## config.mk

```make
export PLATFORM = sky130hd
export DESIGN_NAME = spp_host_sequencer_flat
export DESIGN_NICKNAME = d
export VERILOG_FILES = /design/src/rtl/spp_host_sequencer_if.sv /design/src/rtl/spp_host_sequencer.sv /design/src/flat_wrapper.sv
export SDC_FILE = /design/constraint.sdc
export NUM_CORES = 1
export LEC_CHECK = 0
export CORE_MARGIN = 3
export CORE_UTILIZATION = 47
export DETAILED_ROUTE_END_ITERATION = 8
export GPL_ROUTABILITY_DRIVEN = 0
export PLACE_DENSITY = 0.93
export REMOVE_ABC_BUFFERS = 1
export SLEW_MARGIN = 20
export SYNTH_ARGS = -nofsm -noshare
export SYNTH_HDL_FRONTEND = slang
export SYNTH_SLANG_ARGS = --single-unit
```

## constraint.sdc

```tcl
create_clock -name clk -period 5.39 [get_ports clk]
set_input_delay 0.8085 -clock clk [delete_from_list [all_inputs] [get_ports clk]]
set_output_delay 0.8085 -clock clk [all_outputs]
set_load 0.005 [all_outputs]
```

## src/rtl/spp_host_sequencer_if.sv

```systemverilog
// Bundle of the stream-in, matrix-write, engine-control and result ports of the
// SPP host sequencer; master is the sequencer, slave is its environment.
interface spp_host_sequencer_if #(
    parameter int unsigned DATA_W = 8,
    parameter int unsigned ROWS   = 16,
    parameter int unsigned COLS   = 16,
    parameter int unsigned RES_W  = 32
);
    localparam int unsigned AW = $clog2(ROWS * COLS);

    logic              in_valid;
    logic              in_ready;
    logic [DATA_W-1:0] in_data;
    logic              mem_we;
    logic [AW-1:0]     mem_waddr;
    logic [DATA_W-1:0] mem_wdata;
    logic              spp_rst;
    logic              spp_go;
    logic              spp_done;
    logic [RES_W-1:0]  spp_result;
    logic              res_valid;
    logic              res_ready;
    logic [RES_W-1:0]  res_data;
    logic              res_err;
    logic              busy;

    modport master (
        input  in_valid, in_data, spp_done, spp_result, res_ready,
        output in_ready, mem_we, mem_waddr, mem_wdata, spp_rst, spp_go,
               res_valid, res_data, res_err, busy
    );

    modport slave (
        output in_valid, in_data, spp_done, spp_result, res_ready,
        input  in_ready, mem_we, mem_waddr, mem_wdata, spp_rst, spp_go,
               res_valid, res_data, res_err, busy
    );
endinterface

```

## src/rtl/spp_host_sequencer.sv

```systemverilog
// SPP host sequencer: streams a ROWSxCOLS matrix into SPP memory row-major,
// restarts and starts the engine, then returns its result or a watchdog error.
module spp_host_sequencer #(
    parameter int unsigned DATA_W  = 8,
    parameter int unsigned ROWS    = 16,
    parameter int unsigned COLS    = 16,
    parameter int unsigned RES_W   = 32,
    parameter int unsigned TIMEOUT = 1023
) (
    input logic                  clk,
    input logic                  reset,
    spp_host_sequencer_if.master bus
);
    localparam int unsigned NUM_EL = ROWS * COLS;
    localparam int unsigned AW     = $clog2(NUM_EL);
    localparam int unsigned WCW    = $clog2(TIMEOUT + 1);

    typedef enum logic [2:0] {LOAD, CLR, GO, WAIT, HOLD} state_t;

    state_t           state;
    logic [AW-1:0]    wr_cnt;
    logic [WCW-1:0]   watch_cnt;
    logic             in_ready_q;
    logic             spp_rst_q;
    logic             spp_go_q;
    logic             res_valid_q;
    logic             res_err_q;
    logic             busy_q;
    logic [RES_W-1:0] res_data_q;
    logic             accept_c;

    assign accept_c = bus.in_valid & in_ready_q;

    // Zero-latency write path: the accepted beat is written in its own cycle
    assign bus.mem_we    = accept_c;
    assign bus.mem_waddr = wr_cnt;
    assign bus.mem_wdata = bus.in_data;

    assign bus.in_ready  = in_ready_q;
    assign bus.spp_rst   = spp_rst_q;
    assign bus.spp_go    = spp_go_q;
    assign bus.res_valid = res_valid_q;
    assign bus.res_data  = res_data_q;
    assign bus.res_err   = res_err_q;
    assign bus.busy      = busy_q;

    always_ff @(posedge clk or posedge reset) begin
        if (reset) begin
            state       <= LOAD;
            wr_cnt      <= '0;
            watch_cnt   <= '0;
            in_ready_q  <= 1'b1;
            spp_rst_q   <= 1'b0;
            spp_go_q    <= 1'b0;
            res_valid_q <= 1'b0;
            res_data_q  <= '0;
            res_err_q   <= 1'b0;
            busy_q      <= 1'b0;
        end else begin
            spp_rst_q <= 1'b0;
            spp_go_q  <= 1'b0;
            case (state)
                LOAD: begin
                    if (accept_c) begin
                        busy_q <= 1'b1;
                        if (wr_cnt == AW'(NUM_EL - 1)) begin
                            wr_cnt     <= '0;
                            in_ready_q <= 1'b0;
                            spp_rst_q  <= 1'b1;
                            state      <= CLR;
                        end else begin
                            wr_cnt <= wr_cnt + AW'(1);
                        end
                    end
                end
                // Engine parks in its hold state after done, so restart it first
                CLR: begin
                    spp_go_q <= 1'b1;
                    state    <= GO;
                end
                GO: begin
                    watch_cnt <= '0;
                    state     <= WAIT;
                end
                WAIT: begin
                    if (watch_cnt != WCW'(TIMEOUT)) begin
                        watch_cnt <= watch_cnt + WCW'(1);
                    end
                    if (bus.spp_done) begin
                        res_data_q  <= bus.spp_result;
                        res_err_q   <= 1'b0;
                        res_valid_q <= 1'b1;
                        state       <= HOLD;
                    end else if (watch_cnt == WCW'(TIMEOUT - 1)) begin
                        res_data_q  <= '0;
                        res_err_q   <= 1'b1;
                        res_valid_q <= 1'b1;
                        state       <= HOLD;
                    end
                end
                HOLD: begin
                    if (bus.res_ready) begin
                        res_valid_q <= 1'b0;
                        in_ready_q  <= 1'b1;
                        busy_q      <= 1'b0;
                        state       <= LOAD;
                    end
                end
                default: begin
                    state <= LOAD;
                end
            endcase
        end
    end
endmodule

```

## src/flat_wrapper.sv

```systemverilog
// flat-port wrapper written by rule: the top's interface ports become plain ports
module spp_host_sequencer_flat 
#(
    parameter int unsigned DATA_W  = 8,
    parameter int unsigned ROWS    = 16,
    parameter int unsigned COLS    = 16,
    parameter int unsigned RES_W   = 32,
    parameter int unsigned TIMEOUT = 1023
)
  (clk, reset, bus_in_valid, bus_in_data, bus_spp_done, bus_spp_result, bus_res_ready, bus_in_ready, bus_mem_we, bus_mem_waddr, bus_mem_wdata, bus_spp_rst, bus_spp_go, bus_res_valid, bus_res_data, bus_res_err, bus_busy);
  spp_host_sequencer_if #(.DATA_W(DATA_W), .ROWS(ROWS), .COLS(COLS), .RES_W(RES_W)) bus_i ();
  input logic clk;
  input logic reset;
  input wire logic [$bits(bus_i.in_valid)-1:0] bus_in_valid;
  input wire logic [$bits(bus_i.in_data)-1:0] bus_in_data;
  input wire logic [$bits(bus_i.spp_done)-1:0] bus_spp_done;
  input wire logic [$bits(bus_i.spp_result)-1:0] bus_spp_result;
  input wire logic [$bits(bus_i.res_ready)-1:0] bus_res_ready;
  output wire logic [$bits(bus_i.in_ready)-1:0] bus_in_ready;
  output wire logic [$bits(bus_i.mem_we)-1:0] bus_mem_we;
  output wire logic [$bits(bus_i.mem_waddr)-1:0] bus_mem_waddr;
  output wire logic [$bits(bus_i.mem_wdata)-1:0] bus_mem_wdata;
  output wire logic [$bits(bus_i.spp_rst)-1:0] bus_spp_rst;
  output wire logic [$bits(bus_i.spp_go)-1:0] bus_spp_go;
  output wire logic [$bits(bus_i.res_valid)-1:0] bus_res_valid;
  output wire logic [$bits(bus_i.res_data)-1:0] bus_res_data;
  output wire logic [$bits(bus_i.res_err)-1:0] bus_res_err;
  output wire logic [$bits(bus_i.busy)-1:0] bus_busy;
  assign bus_i.in_valid = bus_in_valid;
  assign bus_i.in_data = bus_in_data;
  assign bus_i.spp_done = bus_spp_done;
  assign bus_i.spp_result = bus_spp_result;
  assign bus_i.res_ready = bus_res_ready;
  assign bus_in_ready = bus_i.in_ready;
  assign bus_mem_we = bus_i.mem_we;
  assign bus_mem_waddr = bus_i.mem_waddr;
  assign bus_mem_wdata = bus_i.mem_wdata;
  assign bus_spp_rst = bus_i.spp_rst;
  assign bus_spp_go = bus_i.spp_go;
  assign bus_res_valid = bus_i.res_valid;
  assign bus_res_data = bus_i.res_data;
  assign bus_res_err = bus_i.res_err;
  assign bus_busy = bus_i.busy;
  spp_host_sequencer #(.DATA_W(DATA_W), .ROWS(ROWS), .COLS(COLS), .RES_W(RES_W), .TIMEOUT(TIMEOUT)) u_core (.clk(clk), .reset(reset), .bus(bus_i));
endmodule
```

Word-level counts from Yosys, hierarchy flattened
Cells that the tools add are included.
{"block": "totals", "ff_bits": 59, "output_inout_bits": 55, "elab_cells": 63}
{"block": "op_classes", "add_sub_neg": 2, "eq_ne": 12, "muxes": 26, "n_bitwise": 1, "n_reduce_logical": 12}
{"cell": "two-way mux 32 bit", "count": 2}
{"cell": "one-hot mux 10 bit (2 select lines)", "count": 1}
{"cell": "two-way mux 3 bit", "count": 5}
{"cell": "one-hot mux 3 bit (5 select lines)", "count": 1}
{"cell": "two-way mux 1 bit", "count": 12}
{"cell": "adder 10 x 1 -> 10 bit (second input constant)", "count": 1}
{"cell": "equality test 10 bit (second input constant)", "count": 1}
{"cell": "two-way mux 10 bit", "count": 1}
{"cell": "inequality test 10 bit (second input constant)", "count": 1}
{"cell": "adder 8 x 1 -> 8 bit (second input constant)", "count": 1}
{"cell": "equality test 8 bit (second input constant)", "count": 1}
{"cell": "two-way mux 8 bit", "count": 1}
{"cell": "AND reduction 4 bit", "count": 2}
{"cell": "nonzero test 2 bit", "count": 4}
{"cell": "equality test 3 x 2 -> 1 bit (second input constant)", "count": 2}
{"cell": "one-hot mux 1 bit (2 select lines)", "count": 3}
{"cell": "AND reduction 2 bit", "count": 3}
{"cell": "AND reduction 3 bit", "count": 2}
{"cell": "inequality test 2 x 1 -> 1 bit (second input constant)", "count": 2}
{"cell": "inequality test 2 bit (second input constant)", "count": 2}
{"cell": "equality test 3 x 1 -> 1 bit (second input constant)", "count": 1}
{"cell": "equality test 3 bit (second input constant)", "count": 1}
{"cell": "zero test 3 bit", "count": 1}
{"cell": "inequality test 3 x 2 -> 1 bit (second input constant)", "count": 1}
{"cell": "bitwise AND 1 bit", "count": 1}

Depth between registers and ports, before layout
{"block": "logic_depth", "depth_word": 4, "depth_mapped": 7, "ltp_nobuf": 6}

Worst setup path after synthesis
Ideal clock, no wire load.
{"block": "synth_timing", "path_type": "input to register", "from": "in bus_in_valid", "to": "reg u_core.wr_cnt[7] (netlist: u_core.bus.mem_waddr[7])", "setup_ns": 0.121, "t_arrival_ns": 1.666, "required_time_ns": 5.269, "path_slack_ns": 3.603, "path_stages": 4, "path_cell_list": "nand4bb_1 -> nor4_4 -> o21ai_0 -> a22o_1"}
{"block": "synth_between", "elab_chain_cells": 2}
{"element": "from (decl)", "line_no": "flat_wrapper.sv:14", "source": "input wire logic [$bits(bus_i.in_valid)-1:0] bus_in_valid;"}
{"element": "bitwise AND 1 bit", "line_no": "spp_host_sequencer.sv:32", "source": "assign accept_c = bus.in_valid & in_ready_q;"}
{"element": "AND reduction 2 bit (no line)"}
{"element": "to (signal assigned)", "line_no": "spp_host_sequencer.sv:72", "source": "wr_cnt <= wr_cnt + AW'(1);"}
{"element": "to (decl)", "line_no": "spp_host_sequencer.sv:21", "source": "logic [AW-1:0] wr_cnt;"}
No other way between the ends.
A chain may end at the register's enable or synchronous reset.

Worst setup path after layout
{"block": "layout_timing", "from": "in bus_in_valid", "to": "out bus_mem_we"}
{"block": "layout_between", "elab_chain_cells": 1}
{"element": "bitwise AND 1 bit", "line_no": "spp_host_sequencer.sv:32"}
{"element": "to (decl)", "line_no": "flat_wrapper.sv:20", "source": "output wire logic [$bits(bus_i.mem_we)-1:0] bus_mem_we;"}
No other way between the ends.

==> flow_metrics.env <==
export IMPL_final_hold_viol_count=0
export IMPL_syn_area_mm2=0.00266
export IMPL_ys_ff_latch=59
export IMPL_num_io_pins=100
export IMPL_yosysSeqAreaShare=0.556
export IMPL_ys_types=44
export IMPL_p_int_mw=1.28
export IMPL_cp_startpoint="bus_in_valid"
export IMPL_placed_cells=364
export IMPL_hp_class="reg2reg"
export IMPL_finalPower_mw=1.86
export IMPL_wl_per_cell_um=16.2
export IMPL_dp_hpwl_um=4340
export IMPL_worstPathCellList="clkdlybuf4s50_1, and2_1, clkdlybuf4s50_1"
export IMPL_rr_startpoint="u_core.watch_cnt[0]"
export IMPL_cts_resized=0
export IMPL_final_setup_viol_count=0
export IMPL_final_cells=380
export IMPL_r2r_end="u_core.state[2]"
export IMPL_antenna_found_initial=0
export IMPL_firstDrtPassIters=4
export IMPL_p_sw_mw=0.584
export IMPL_cts_sinks=59
export IMPL_synth_edf_count=0
export IMPL_final_cell_mix="clkdlybuf4s50_1 (83), dfrtp_1 (58), a22o_1 (30)"
export IMPL_p_leak_nw=1.63
export IMPL_synth_avg_cell_area_um2=11.7
export IMPL_row_count=26
export IMPL_fin_skew_ns=0.0119
export IMPL_p_sw_frac=0.313
export IMPL_seq_power_share=0.388
export IMPL_track_usage=0.199
export IMPL_syn_instance_count=227
export IMPL_drv_cap=0
export IMPL_final_common_cell="clkdlybuf4s50_1"
export IMPL_cts_tree="done"
export IMPL_grt_pass1_wl_um=10000
export IMPL_slowest_stage="clkdlybuf4s50_1"
export IMPL_grt_overflow=0
export IMPL_core_area_mm2=0.00527
export IMPL_cts_root_buf="clkbuf_8"
export IMPL_area_growth_pct=39.5
export IMPL_clk_latency_ns=0.33
export IMPL_drv_slew=0
export IMPL_fmax_mhz=363
export IMPL_routed_via_density=5.54
export IMPL_max_slew_margin_rel=0.429
export IMPL_setup_tns_ns=0
export IMPL_layout_min_cycle_time_ns=2.75
export IMPL_die_height_um=81.2
export IMPL_drive_above_1_share=0.106
export IMPL_outcome="complete, no violations"
export IMPL_die_w_um=81.2
export IMPL_combPwrFrac=0.374
export IMPL_cpPeakStageDelay_ns=0.50
export IMPL_clock_path_buffers=2
export IMPL_setup_worst_path_start_class="primary input"
export IMPL_dp_slack_ns=2.64
export IMPL_critPathCaptureType="output pin"
export IMPL_yosysWarnings=0
export IMPL_cp_data_required_time_ns=4.58
export IMPL_crit_top_cell="clkdlybuf4s50_1"
export IMPL_setup_ws_ns=2.64
export IMPL_ys_flop_type="dfrtp_1"
export IMPL_final_nets=353
export IMPL_path_class="in2out"
export IMPL_grt_pass1_vias=2106
export IMPL_ir_drop_v=0.000305
export IMPL_r2r_slack_ns=3.44
export IMPL_fin_crit_sh=0.511
export IMPL_reg2regPathDepth=6
export IMPL_rsz0062_at_grt="no"
export IMPL_cp_arrival_ns=1.95
export IMPL_postCtsHoldBufs=0
export IMPL_detail_route_antenna_nets=0
export IMPL_clkTransAtPathRegs_ns=0.07
export IMPL_ys_async_sr_fraction=1.00
export IMPL_crit_fanout=3
export IMPL_postCtsSetupBuffers=0
export IMPL_initial_utilization=0.504
export IMPL_vias=2107
export IMPL_antenna_cells=0
export IMPL_numPortBuffers=83
export IMPL_pwr_density_cell_mw_per_mm2=503
export IMPL_drc=0
export IMPL_cts_buffers=9
export IMPL_dieArea_mm2=0.00659
export IMPL_crit_end="bus_mem_we"
export IMPL_routed_wl_um=6140
export IMPL_h_tree_depth=3
export IMPL_grt_max_degree=60
export IMPL_fillers=411
export IMPL_max_slew_worst_pin_slew_ns=0.854
export IMPL_dr_first_iter_drc_count=111
export IMPL_clockPowerShare=0.238
cell families after synthesis:
family,after synthesis,synth area share
multiplexers,3,0.0118
adder cells (fa/ha/maj),3,0.0141
AND/OR/NAND/NOR,63,0.141
AO/OA/AOI/OAI,67,0.199
buffers and inverters,27,0.0608
flip-flops,59,0.556
XOR/XNOR,5,0.0165
flip-flops by register name, indices dropped and copies added, names as in the netlist:
signal / cells
u_core.bus.res_valid: 1
u_core.bus.mem_waddr: 8
u_core.bus.res_data: 32
u_core.bus.spp_rst: 1
u_core.state: 3
u_core.bus.in_ready: 1
u_core.watch_cnt: 10
u_core.bus.spp_go: 1
u_core.bus.busy: 1
u_core.bus.res_err: 1
worst min-delay path by stage:
stage	to	slack [ns]	start	depth (start not counted)
after floorplan	u_core.bus.in_ready	0.47	u_core.bus.in_ready	2
after global placement	u_core.bus.busy	0.47	u_core.bus.busy	2
after detailed placement	u_core.bus.busy	0.47	u_core.bus.busy	2
after CTS	u_core.bus.busy	0.48	u_core.bus.busy	2
after global routing	u_core.bus.in_ready	0.51	u_core.bus.in_ready	2
final	u_core.bus.busy	0.48	u_core.bus.busy	2
per-stage QoR:
stage           util  hold WS (ns)  instance area, um2
4_1_cts        0.703         0.485                3710
3_5_place_dp   0.661         0.473                3480
6_report       0.703         0.482                3710
2_1_floorplan      -         0.473                2530
5_1_grt        0.703         0.510                3710
3_3_place_gp   0.656         0.474                3450
synthesized netlist by cell type (3+ instances only):
cell      number  share of area
a22o_2         3          0.011
a22o_1        30          0.099
xnor2_1        3         0.0099
nand2_1       14          0.020
nand3_1        5         0.0094
nor3_1         9          0.017
nand3b_1       3         0.0085
a21oi_1        4         0.0075
dfrtp_1       58           0.55
nand4_1        5          0.012
buf_2          6          0.011
nor2_1        12          0.017
inv_1          9          0.013
buf_6          3          0.013
buf_4          8          0.023
ha_1           3          0.014
o21ai_0       15          0.028
a31oi_1        3         0.0071
critical path, delay by kind of cell:
| family | cells | cell delay [ns] |
|---|---|---|
| buffers and inverters | 2 | 0.99 |
| AND/OR/NAND/NOR | 1 | 0.15 |
power groups by stage:
stage                     registers, mW  logic [mW]  clock network, mW
after detailed placement          0.724       0.707                  0
after CTS                         0.721       0.709              0.455
after global placement            0.720       0.670                  0
after floorplan                   0.716       0.316                  0
final                             0.723       0.697              0.444
after global routing              0.744       0.763              0.478
metal layers:
metal,global-route usage,vias to the layer above,wire [um],part of all wire
met2,0.327,75,3150,0.51
met4,0.0456,0,8,0.0013
met5,0,-,0,0
met1,0.250,1044,2550,0.42
met3,0.0743,2,430,0.070
li1,-,986,-,-
final cells by class:
| class | instances | area, um2 | share of cell area |
|---|---|---|---|
| Sequential cell | 59 | 1480 | 0.399 |
| Multi-Input combinational cell | 141 | 1020 | 0.274 |
| Timing Repair Buffer | 85 | 866 | 0.234 |
| Clock buffer | 9 | 124 | 0.0334 |
| Clock inverter | 7 | 100 | 0.0270 |
| Tap cell | 70 | 87.6 | 0.0236 |
| Inverter | 9 | 33.8 | 0.00912 |
(Power assumes the default switching activity.)
